<file path="src/rtl/branch_update_queue.sv">
// branch_update_queue: in-order record of predicted conditional branches from fetch, retired as the ROB commits outcomes.
// Latency: an accepted resolve produces update/mispredict pulses one cycle later (registered on the popping edge).
// Backpressure: pushReady drops at DEPTH entries; a push while full is dropped, even alongside a pop (no bypass).
// Optional: define BRANCH_STATS_EN to add statResolved/statMispredict counters and the sticky statUnderflow flag.
module branch_update_queue #(
  parameter int ADDR_WIDTH = 3,
  parameter int DEPTH      = 2**ADDR_WIDTH
) (
  input  logic        clockIn,
  input  logic        resetIn,
  input  logic        pushValid,
  input  logic [31:0] pushAddr,
  input  logic        pushPred,
  input  logic [31:0] pushTarget,
  output logic        pushReady,
  input  logic        resolveValid,
  input  logic        resolveTaken,
  input  logic        flushIn,
  output logic        updateValid,
  output logic [31:0] updateInstr,
  output logic        taken,
  output logic        mispredict,
  output logic [31:0] redirectPc
`ifdef BRANCH_STATS_EN
  ,
  output logic [31:0] statResolved,
  output logic [31:0] statMispredict,
  output logic        statUnderflow
`endif
);

  typedef struct packed {
    logic [31:0] addr;
    logic        pred;
    logic [31:0] target;
  } entry_t;

  localparam logic [ADDR_WIDTH-1:0] PTR_ONE    = ADDR_WIDTH'(1);
  localparam logic [ADDR_WIDTH:0]   CNT_ONE    = (ADDR_WIDTH+1)'(1);
  localparam logic [ADDR_WIDTH:0]   FULL_COUNT = (ADDR_WIDTH+1)'(DEPTH);

  entry_t                entryMem [DEPTH];
  logic [ADDR_WIDTH-1:0] head;
  logic [ADDR_WIDTH-1:0] tail;
  logic [ADDR_WIDTH:0]   count;

  entry_t headEntry;
  entry_t newEntry;
  logic   resolveFire;
  logic   isMispredict;
  logic   pushFire;
  logic   clearQueue;

  assign pushReady = (count != FULL_COUNT);
  assign headEntry = entryMem[head];
  assign newEntry  = '{addr: pushAddr, pred: pushPred, target: pushTarget};

  // A flush kills the resolve; a mispredict makes any same-cycle push wrong-path, so it is dropped.
  always_comb begin
    resolveFire  = resolveValid && (count != '0) && !flushIn;
    isMispredict = resolveFire && (resolveTaken != headEntry.pred);
    pushFire     = pushValid && pushReady && !flushIn && !isMispredict;
    clearQueue   = flushIn || isMispredict;
  end

  // Entry payload storage; contents are don't-care until written, so no reset.
  always_ff @(posedge clockIn) begin
    if (pushFire) begin
      entryMem[tail] <= newEntry;
    end
  end

  // Head/tail/occupancy bookkeeping; a flush or mispredict empties the queue in one edge.
  always_ff @(posedge clockIn or posedge resetIn) begin
    if (resetIn) begin
      head  <= '0;
      tail  <= '0;
      count <= '0;
    end else if (clearQueue) begin
      head  <= '0;
      tail  <= '0;
      count <= '0;
    end else begin
      if (resolveFire) head <= head + PTR_ONE;
      if (pushFire)    tail <= tail + PTR_ONE;
      if (pushFire && !resolveFire)      count <= count + CNT_ONE;
      else if (!pushFire && resolveFire) count <= count - CNT_ONE;
    end
  end

  // Training and redirect outputs; pulses last one cycle, payload fields hold between resolves.
  always_ff @(posedge clockIn or posedge resetIn) begin
    if (resetIn) begin
      updateValid <= 1'b0;
      updateInstr <= '0;
      taken       <= 1'b0;
      mispredict  <= 1'b0;
      redirectPc  <= '0;
    end else begin
      updateValid <= resolveFire;
      mispredict  <= isMispredict;
      if (resolveFire) begin
        updateInstr <= headEntry.addr;
        taken       <= resolveTaken;
        redirectPc  <= resolveTaken ? headEntry.target : headEntry.addr + 32'd4;
      end
    end
  end

`ifdef BRANCH_STATS_EN
  // Lifetime counters survive flushes; underflow latches any resolve seen while empty.
  always_ff @(posedge clockIn or posedge resetIn) begin
    if (resetIn) begin
      statResolved   <= '0;
      statMispredict <= '0;
      statUnderflow  <= 1'b0;
    end else begin
      if (resolveFire)  statResolved   <= statResolved + 32'd1;
      if (isMispredict) statMispredict <= statMispredict + 32'd1;
      if (resolveValid && (count == '0)) statUnderflow <= 1'b1;
    end
  end
`endif

endmodule

</file>
<file path="config.mk">
export PLATFORM = sky130hd
export DESIGN_NAME = branch_update_queue
export DESIGN_NICKNAME = d
export VERILOG_FILES = /design/src/rtl/branch_update_queue.sv
export SDC_FILE = /design/constraint.sdc
export NUM_CORES = 1
export LEC_CHECK = 0
export ABC_AREA = 1
export BUFFER_PORTS_ARGS = -buffer_cell sky130_fd_sc_hd__buf_2
export CAP_MARGIN = 20
export CORE_ASPECT_RATIO = 0.6
export CORE_MARGIN = 2
export CORE_UTILIZATION = 49
export CTS_CLUSTER_SIZE = 25
export DETAILED_ROUTE_END_ITERATION = 10
export PLACE_DENSITY = 0.66
export SYNTH_ARGS = -nofsm -noshare
export SYNTH_HDL_FRONTEND = slang
export SYNTH_SLANG_ARGS = --single-unit
export TNS_END_PERCENT = 30
</file>
<file path="constraint.sdc">
create_clock -name clockIn -period 11 [get_ports clockIn]
set_input_delay 0.55 -clock clockIn [delete_from_list [all_inputs] [get_ports clockIn]]
set_output_delay 0.55 -clock clockIn [all_outputs]
set_load 0.02 [all_outputs]
</file>
==> impl_metrics.env, run 1 <==
export IMPL_status="completed"
export IMPL_yosysWarnings=0
export IMPL_r2r_setup_slack_ns=6.42
export IMPL_design_power_total_mw=6.00
export IMPL_dpl_cell_area_um2=26900
export IMPL_area_delta_synth_final_pct=12.0
export IMPL_wl_per_cell_um=21.3
export IMPL_drc=0
export IMPL_syn_instance_count=2410
export IMPL_cp_end_kind="flop"
export IMPL_drv_cap=0
export IMPL_setup_ws_ns=6.42
export IMPL_cts_root_buf="clkbuf_16"
export IMPL_rsz0062_at_grt="no"
export IMPL_hp_class="in2reg"
export IMPL_num_vias=17900
export IMPL_floorplan_rows=64
export IMPL_p_leak_nw=11.6
export IMPL_final_cell_mix="635 x nand2_1, 520 x edfxtp_1, 255 x inv_1"
export IMPL_worstPathArrival_ns=4.82
export IMPL_yosysSeqAreaShare_pct=68.6
export IMPL_clockBufferDepth=3
export IMPL_synth_top_cell_area_share_pct=61.0
export IMPL_routed_wl_um=69000
export IMPL_grt_pass1_wl_um=106000
export IMPL_fin_util_pct=55.9
export IMPL_syn_nets=2487
export IMPL_p_per_area_nw_per_um2=209
export IMPL_slowest_delay_ns=0.86
export IMPL_drt_pass1_iterations=5
export IMPL_pre_cts_slack_ns=6.39
export IMPL_cts_htree_levels=2
export IMPL_gp_congestion=0.975
export IMPL_synth_area_um2=25600
export IMPL_clk_pin_slew_ns=0.06
export IMPL_synth_area_leaders="edfxtp_1 61%, nand2_1 9.3%, dfrtp_1 7.5%, inv_1 3.8%, o21ai_0 3.7%"
export IMPL_grt_pass1_vias=17200
export IMPL_clock_latency_ns=0.62
export IMPL_ir_worst_vdd_v=0.000148
export IMPL_io_buffers=138
export IMPL_slowest_stage="nor2_4"
export IMPL_vias_per_cell=5.53
export IMPL_coreArea_um2=51200
export IMPL_cp_common_cell="nand2_1"
export IMPL_start_kind="flop"
export IMPL_grtUsageTotal_pct=25.7
export IMPL_nNetsFinal=2584
export IMPL_max_freq_mhz=218
export IMPL_setup_violations=0
export IMPL_layout_cells_non_filler=3245
export IMPL_drive_gt1_share_pct=11.3
export IMPL_fin_area_um2=28700
export IMPL_cts_tree="yes"
export IMPL_ant_nets=0
export IMPL_place_hpwl_um=42400
export IMPL_path_cells="buf_4, o211ai_1, nand2_1, nand2_1, nand3_1, nand2_1, inv_2, nand2_1, nor2_4, buf_4"
export IMPL_die_h_um=181
export IMPL_layout_min_cycle_time_ns=4.58
export IMPL_drt_iter0_drc=1987
export IMPL_ys_seq_elements=597
export IMPL_post_route_period_util_pct=41.6
export IMPL_dp_cells=3143
export IMPL_grt_overflow_total=0
export IMPL_cts_buffers=53
export IMPL_cts_sinks=597
export IMPL_die_width_um=299
export IMPL_clock_skew_ns=0.0230
export IMPL_antenna_cells=0
export IMPL_layout_commonest_cell="nand2_1"
export IMPL_io_pins=139
export IMPL_path_max_fanout=59
export IMPL_yosys_area_top_type="edfxtp_1"
export IMPL_die_area_um2=54100
export IMPL_holdWs_ns=0.197
export IMPL_start_util_pct=49.9
export IMPL_ys_types=36
export IMPL_slew_headroom_pct=30.4
export IMPL_drv_slew=0
export IMPL_grt_start_max_net_pins=167
export IMPL_hold_viol=0
export IMPL_worstMarginPinSlew_ns=1.04
export IMPL_avgSynthCellArea_um2=10.6
export IMPL_grt_antenna_before_repair=1
export IMPL_post_cts_setup_buffers=0
export IMPL_critPathKind="reg2reg"
export IMPL_required_ns=11.24
export IMPL_setup_tns_ns=0
## cell usage after synthesis
cell type	instances
o21a_1	3
a21boi_0	1
nor2_2	7
nand2_2	4
nor3_1	1
inv_2	5
o22ai_1	23
dfrtp_1	77
clkbuf_1	51
a21oi_1	14
nand3_2	1
fa_1	1
nand2_1	635
nand3_1	180
buf_6	2
or2_2	10
o21ai_1	21
inv_1	256
o21ai_0	191
ha_1	5
o21bai_1	1
buf_4	12
nor2_1	233
buf_1	11
xor2_1	7
nand3b_1	1
clkinv_1	3
edfxtp_1	520
o221ai_1	48
a31oi_1	1
buf_2	49
o211ai_1	16
nand4_1	12
nor2_4	1
o31ai_1	1
a21boi_1	6
## area by class of cell
type	count	area, um2
inverter	264	998
tap	693	867
fill	4300	22600
multi-input combinational	1424	6520
sequential	597	17600
timing repair buffer	167	956
clock buffer	75	1530
clock inverter	25	223
## routing by layer
metal,wire [um],track usage (%),up-vias
li1,-,-,8331
met1,31500,39.0,8762
met2,30800,39.3,733
met3,5250,3.63,107
met4,1470,5.88,0
met5,0,0,-
## critical path, delay by kind of cell, from the launching register on
| family | cells | cell delay (ns) |
|---|---|---|
| compound gates | 1 | 0.22 |
| buf+inv | 3 | 1.54 |
| flops | 1 | 0.84 |
| simple gates | 6 | 1.55 |
## state kept, by name, summed over array words and instances (netlist names)
name,flops
taken,1
updateValid,1
head,3
mispredict,1
updateInstr,32
entryMem,520
tail,3
count,4
redirectPc,32
## what timing repair did
item                      4_1_cts  5_1_grt
hold buffers                    1        0
hold endpoints to repair       11        0
resized for setup               0        0
## report_power, final
group | internal, mW | switching (mW)
clock network | 1.03 | 0.836
registers | 2.66 | 0.120
logic | 0.373 | 0.989
total | 4.06 | 1.94
## kinds of logic (layout without fill, tap and decap cells)
family	Yosys count	in the layout	share of synthesized area, %
adder cells (fa/ha/maj)	6	6	0.323
AND/OR/NAND/NOR	1085	1085	17.2
XOR/XNOR	7	7	0.240
flip-flops	597	597	68.6
buffers and inverters	389	531	6.18
AO/OA/AOI/OAI	326	326	7.47
## path summary, 6_finish.rpt
kind                                 from         endpoint  cells past startpoint
hold reg to reg            updateInstr[1]   updateInstr[1]                      2
hold / removal              pushTarget[6]   entryMem[7][6]                      1
max in group asynchronous         resetIn  updateInstr[21]                      5
min in group asynchronous         resetIn       mispredict                      3
setup reg to reg                  head[2]  entryMem[2][37]                     10
setup / recovery                  head[2]  entryMem[2][37]                     10
Note: power is estimated with default switching activity, not from simulation.
==> run 2, diff against run 1 <==
clock period = 4.79 ns   (was 11 ns; I/O delays follow)
==> run 2 against run 1 <==
Net effect:
- routed wire length up 1.5%
- sequential share of layout area shrank 1.5 points
- cell count up 2.3%
- hold slack worse by 0.14 ns
- critical endpoint is now entryMem[0][18]
- design area is 2.5% higher
- sequential power grew 130%
- fmax is 26% higher
- first-iteration DRC count fell by 2.0%
- critical path type unchanged
==> impl_metrics.env, run 2 (synthesis gave the netlist of run 1 again) <==
export IMPL_largest_register_ffs=520
export IMPL_switching_share_pct=32.4
export IMPL_post_route_period_util_pct=75.9
export IMPL_coreArea_um2=51200
export IMPL_ir_worst_vdd_v=0.000323
export IMPL_drt_iter0_drc=1948
export IMPL_die_width_um=299
export IMPL_grt_overflow_total=0
export IMPL_largest_registers="entryMem (520), redirectPc (32), updateInstr (32)"
export IMPL_die_area_um2=54100
export IMPL_slowest_delay_ns=0.60
export IMPL_grt_pass1_vias=17000
export IMPL_drive_gt1_share_pct=11.0
export IMPL_drc=0
export IMPL_max_freq_mhz=275
export IMPL_grt_antenna_before_repair=3
export IMPL_critPathLaunch="head[0]"
export IMPL_pwr_share_comb_pct=23.2
export IMPL_slowest_stage="buf_12"
export IMPL_hp_class="in2reg"
export IMPL_cts_buffers=53
export IMPL_p_leak_nw=11.8
export IMPL_grt_start_max_net_pins=184
export IMPL_clock_latency_ns=0.60
export IMPL_gp_congestion=0.944
export IMPL_cts_tree="yes"
export IMPL_holdWs_ns=0.0557
export IMPL_switchingPower_mw=4.46
export IMPL_hold_viol=0
export IMPL_floorplan_rows=64
export IMPL_clk_pin_slew_ns=0.06
export IMPL_die_h_um=181
export IMPL_internal_power_mw=9.32
export IMPL_post_cts_setup_buffers=0
export IMPL_layout_min_cycle_time_ns=3.64
export IMPL_routed_wl_um=70000
export IMPL_cts_htree_levels=2
export IMPL_critPathKind="reg2reg"
export IMPL_nNetsFinal=2657
export IMPL_hp_start="pushValid"
export IMPL_num_vias=18200
export IMPL_worstPathArrival_ns=3.89
export IMPL_cp_end_kind="flop"
export IMPL_worstMarginPinSlew_ns=0.944
export IMPL_drv_slew=0
export IMPL_path_cells="buf_12, o21ai_0, o211ai_1, nand3_1, nand3_1, nand2_1, inv_2, nand2_1, nor2_4, buf_4"
export IMPL_clockBufferDepth=3
export IMPL_vias_per_cell=5.48
export IMPL_p_seq_share_pct=46.3
export IMPL_fillers=4323
export IMPL_start_util_pct=49.9
export IMPL_layout_commonest_cell="nand2_1"
export IMPL_setup_violations=0
export IMPL_fin_util_pct=57.3
export IMPL_pre_cts_slack_ns=1.11
export IMPL_ant_nets=0
export IMPL_path_max_fanout=183
export IMPL_slew_headroom_pct=37.1
export IMPL_r2r_start="head[0]"
export IMPL_cp_num_buf_inv=3
export IMPL_final_cell_mix="635 x nand2_1, 520 x edfxtp_1, 255 x inv_1"
export IMPL_place_hpwl_um=42100
export IMPL_required_ns=5.05
export IMPL_cts_root_buf="clkbuf_16"
export IMPL_io_pins=139
export IMPL_rsz0062_at_grt="no"
export IMPL_grt_pass1_wl_um=105000
export IMPL_crit_family="buffers and inverters"
export IMPL_status="completed"
export IMPL_drv_cap=0
export IMPL_cts_sinks=597
export IMPL_clock_skew_ns=0.0244
export IMPL_pwr_share_clk_pct=30.5
export IMPL_p_per_area_nw_per_um2=469
export IMPL_grtUsageTotal_pct=25.8
export IMPL_start_kind="flop"
export IMPL_area_delta_synth_final_pct=14.9
export IMPL_wl_per_cell_um=21.1
export IMPL_io_buffers=138
export IMPL_drt_pass1_iterations=5
export IMPL_top_register="entryMem"
export IMPL_setup_tns_ns=0
export IMPL_setup_ws_ns=1.15
==> run 2: cell types whose count changed in the layout (fill, tap and decap cells not counted), sizes merged <==
cell | before | now
buf | 166 | 174
clkbuf | 75 | 85
clkinv | 24 | 15
clkinvlp | 1 | 0
diode | 0 | 1
dlygate4sd3 | 1 | 66
==> run 2: per-stage QoR <==
step	std cells	instance area, um2	power, mW
3_5_place_dp	3151	27000	9.62
4_1_cts	3317	29300	13.8
6_report	3319	29400	13.8
3_3_place_gp	3151	27000	9.57
5_1_grt	3319	29400	14.4
2_1_floorplan	2410	25600	8.41
==> run 2: worst reg2reg max path: cells and delay by family, from the launching register on <==
family          cells  cell delay [ns]
compound gates      2             0.49
buf+inv             3             1.16
flops               1             0.45
simple gates        5             1.16
==> run 2: power by group through the flow <==
stage               Sequential (mW)  Clock [mW]  Combinational [mW]
global placement               6.48           0                3.09
finish                         6.38        4.20                3.20
detailed placement             6.49           0                3.13
global route                   6.41        4.47                3.53
CTS                            6.38        4.25                3.19
floorplan                      6.71           0                1.70
==> run 2: path summary, 6_finish.rpt <==
path                                   endpoint  depth (start not counted)  slack, ns
worst max-delay path            entryMem[0][18]                         10       1.15
worst min-delay path                    tail[2]                          4       0.06
worst max register to register  entryMem[0][18]                         10       1.15
worst min register to register   updateInstr[3]                          2       0.48
max in group asynchronous               head[1]                          5       3.61
min in group asynchronous              count[0]                          3       0.08
==> run 2: metal layers <==
layer,part of all wire (%),track usage (%)
met1,45,38.9
met2,43,37.6
met4,2.8,7.34
met3,8.6,5.69
met5,0.019,0
==> run 2: what timing repair did <==
action | CTS | global route
hold buffers | 66 | 0
hold endpoints to repair | 570 | 0
gates resized for setup | 0 | 0
==> run 2: area by class of cell <==
cell class / count / area [um2] / share of cell area [%]
Clock inverter: 15 / 145 / 0.494
Antenna cell: 1 / 2.50 / 0.00852
Inverter: 264 / 998 / 3.40
Sequential cell: 597 / 17600 / 59.8
Clock buffer: 85 / 1550 / 5.26
Multi-Input combinational cell: 1424 / 6520 / 22.2
Tap cell: 693 / 867 / 2.95
Timing Repair Buffer: 240 / 1740 / 5.93
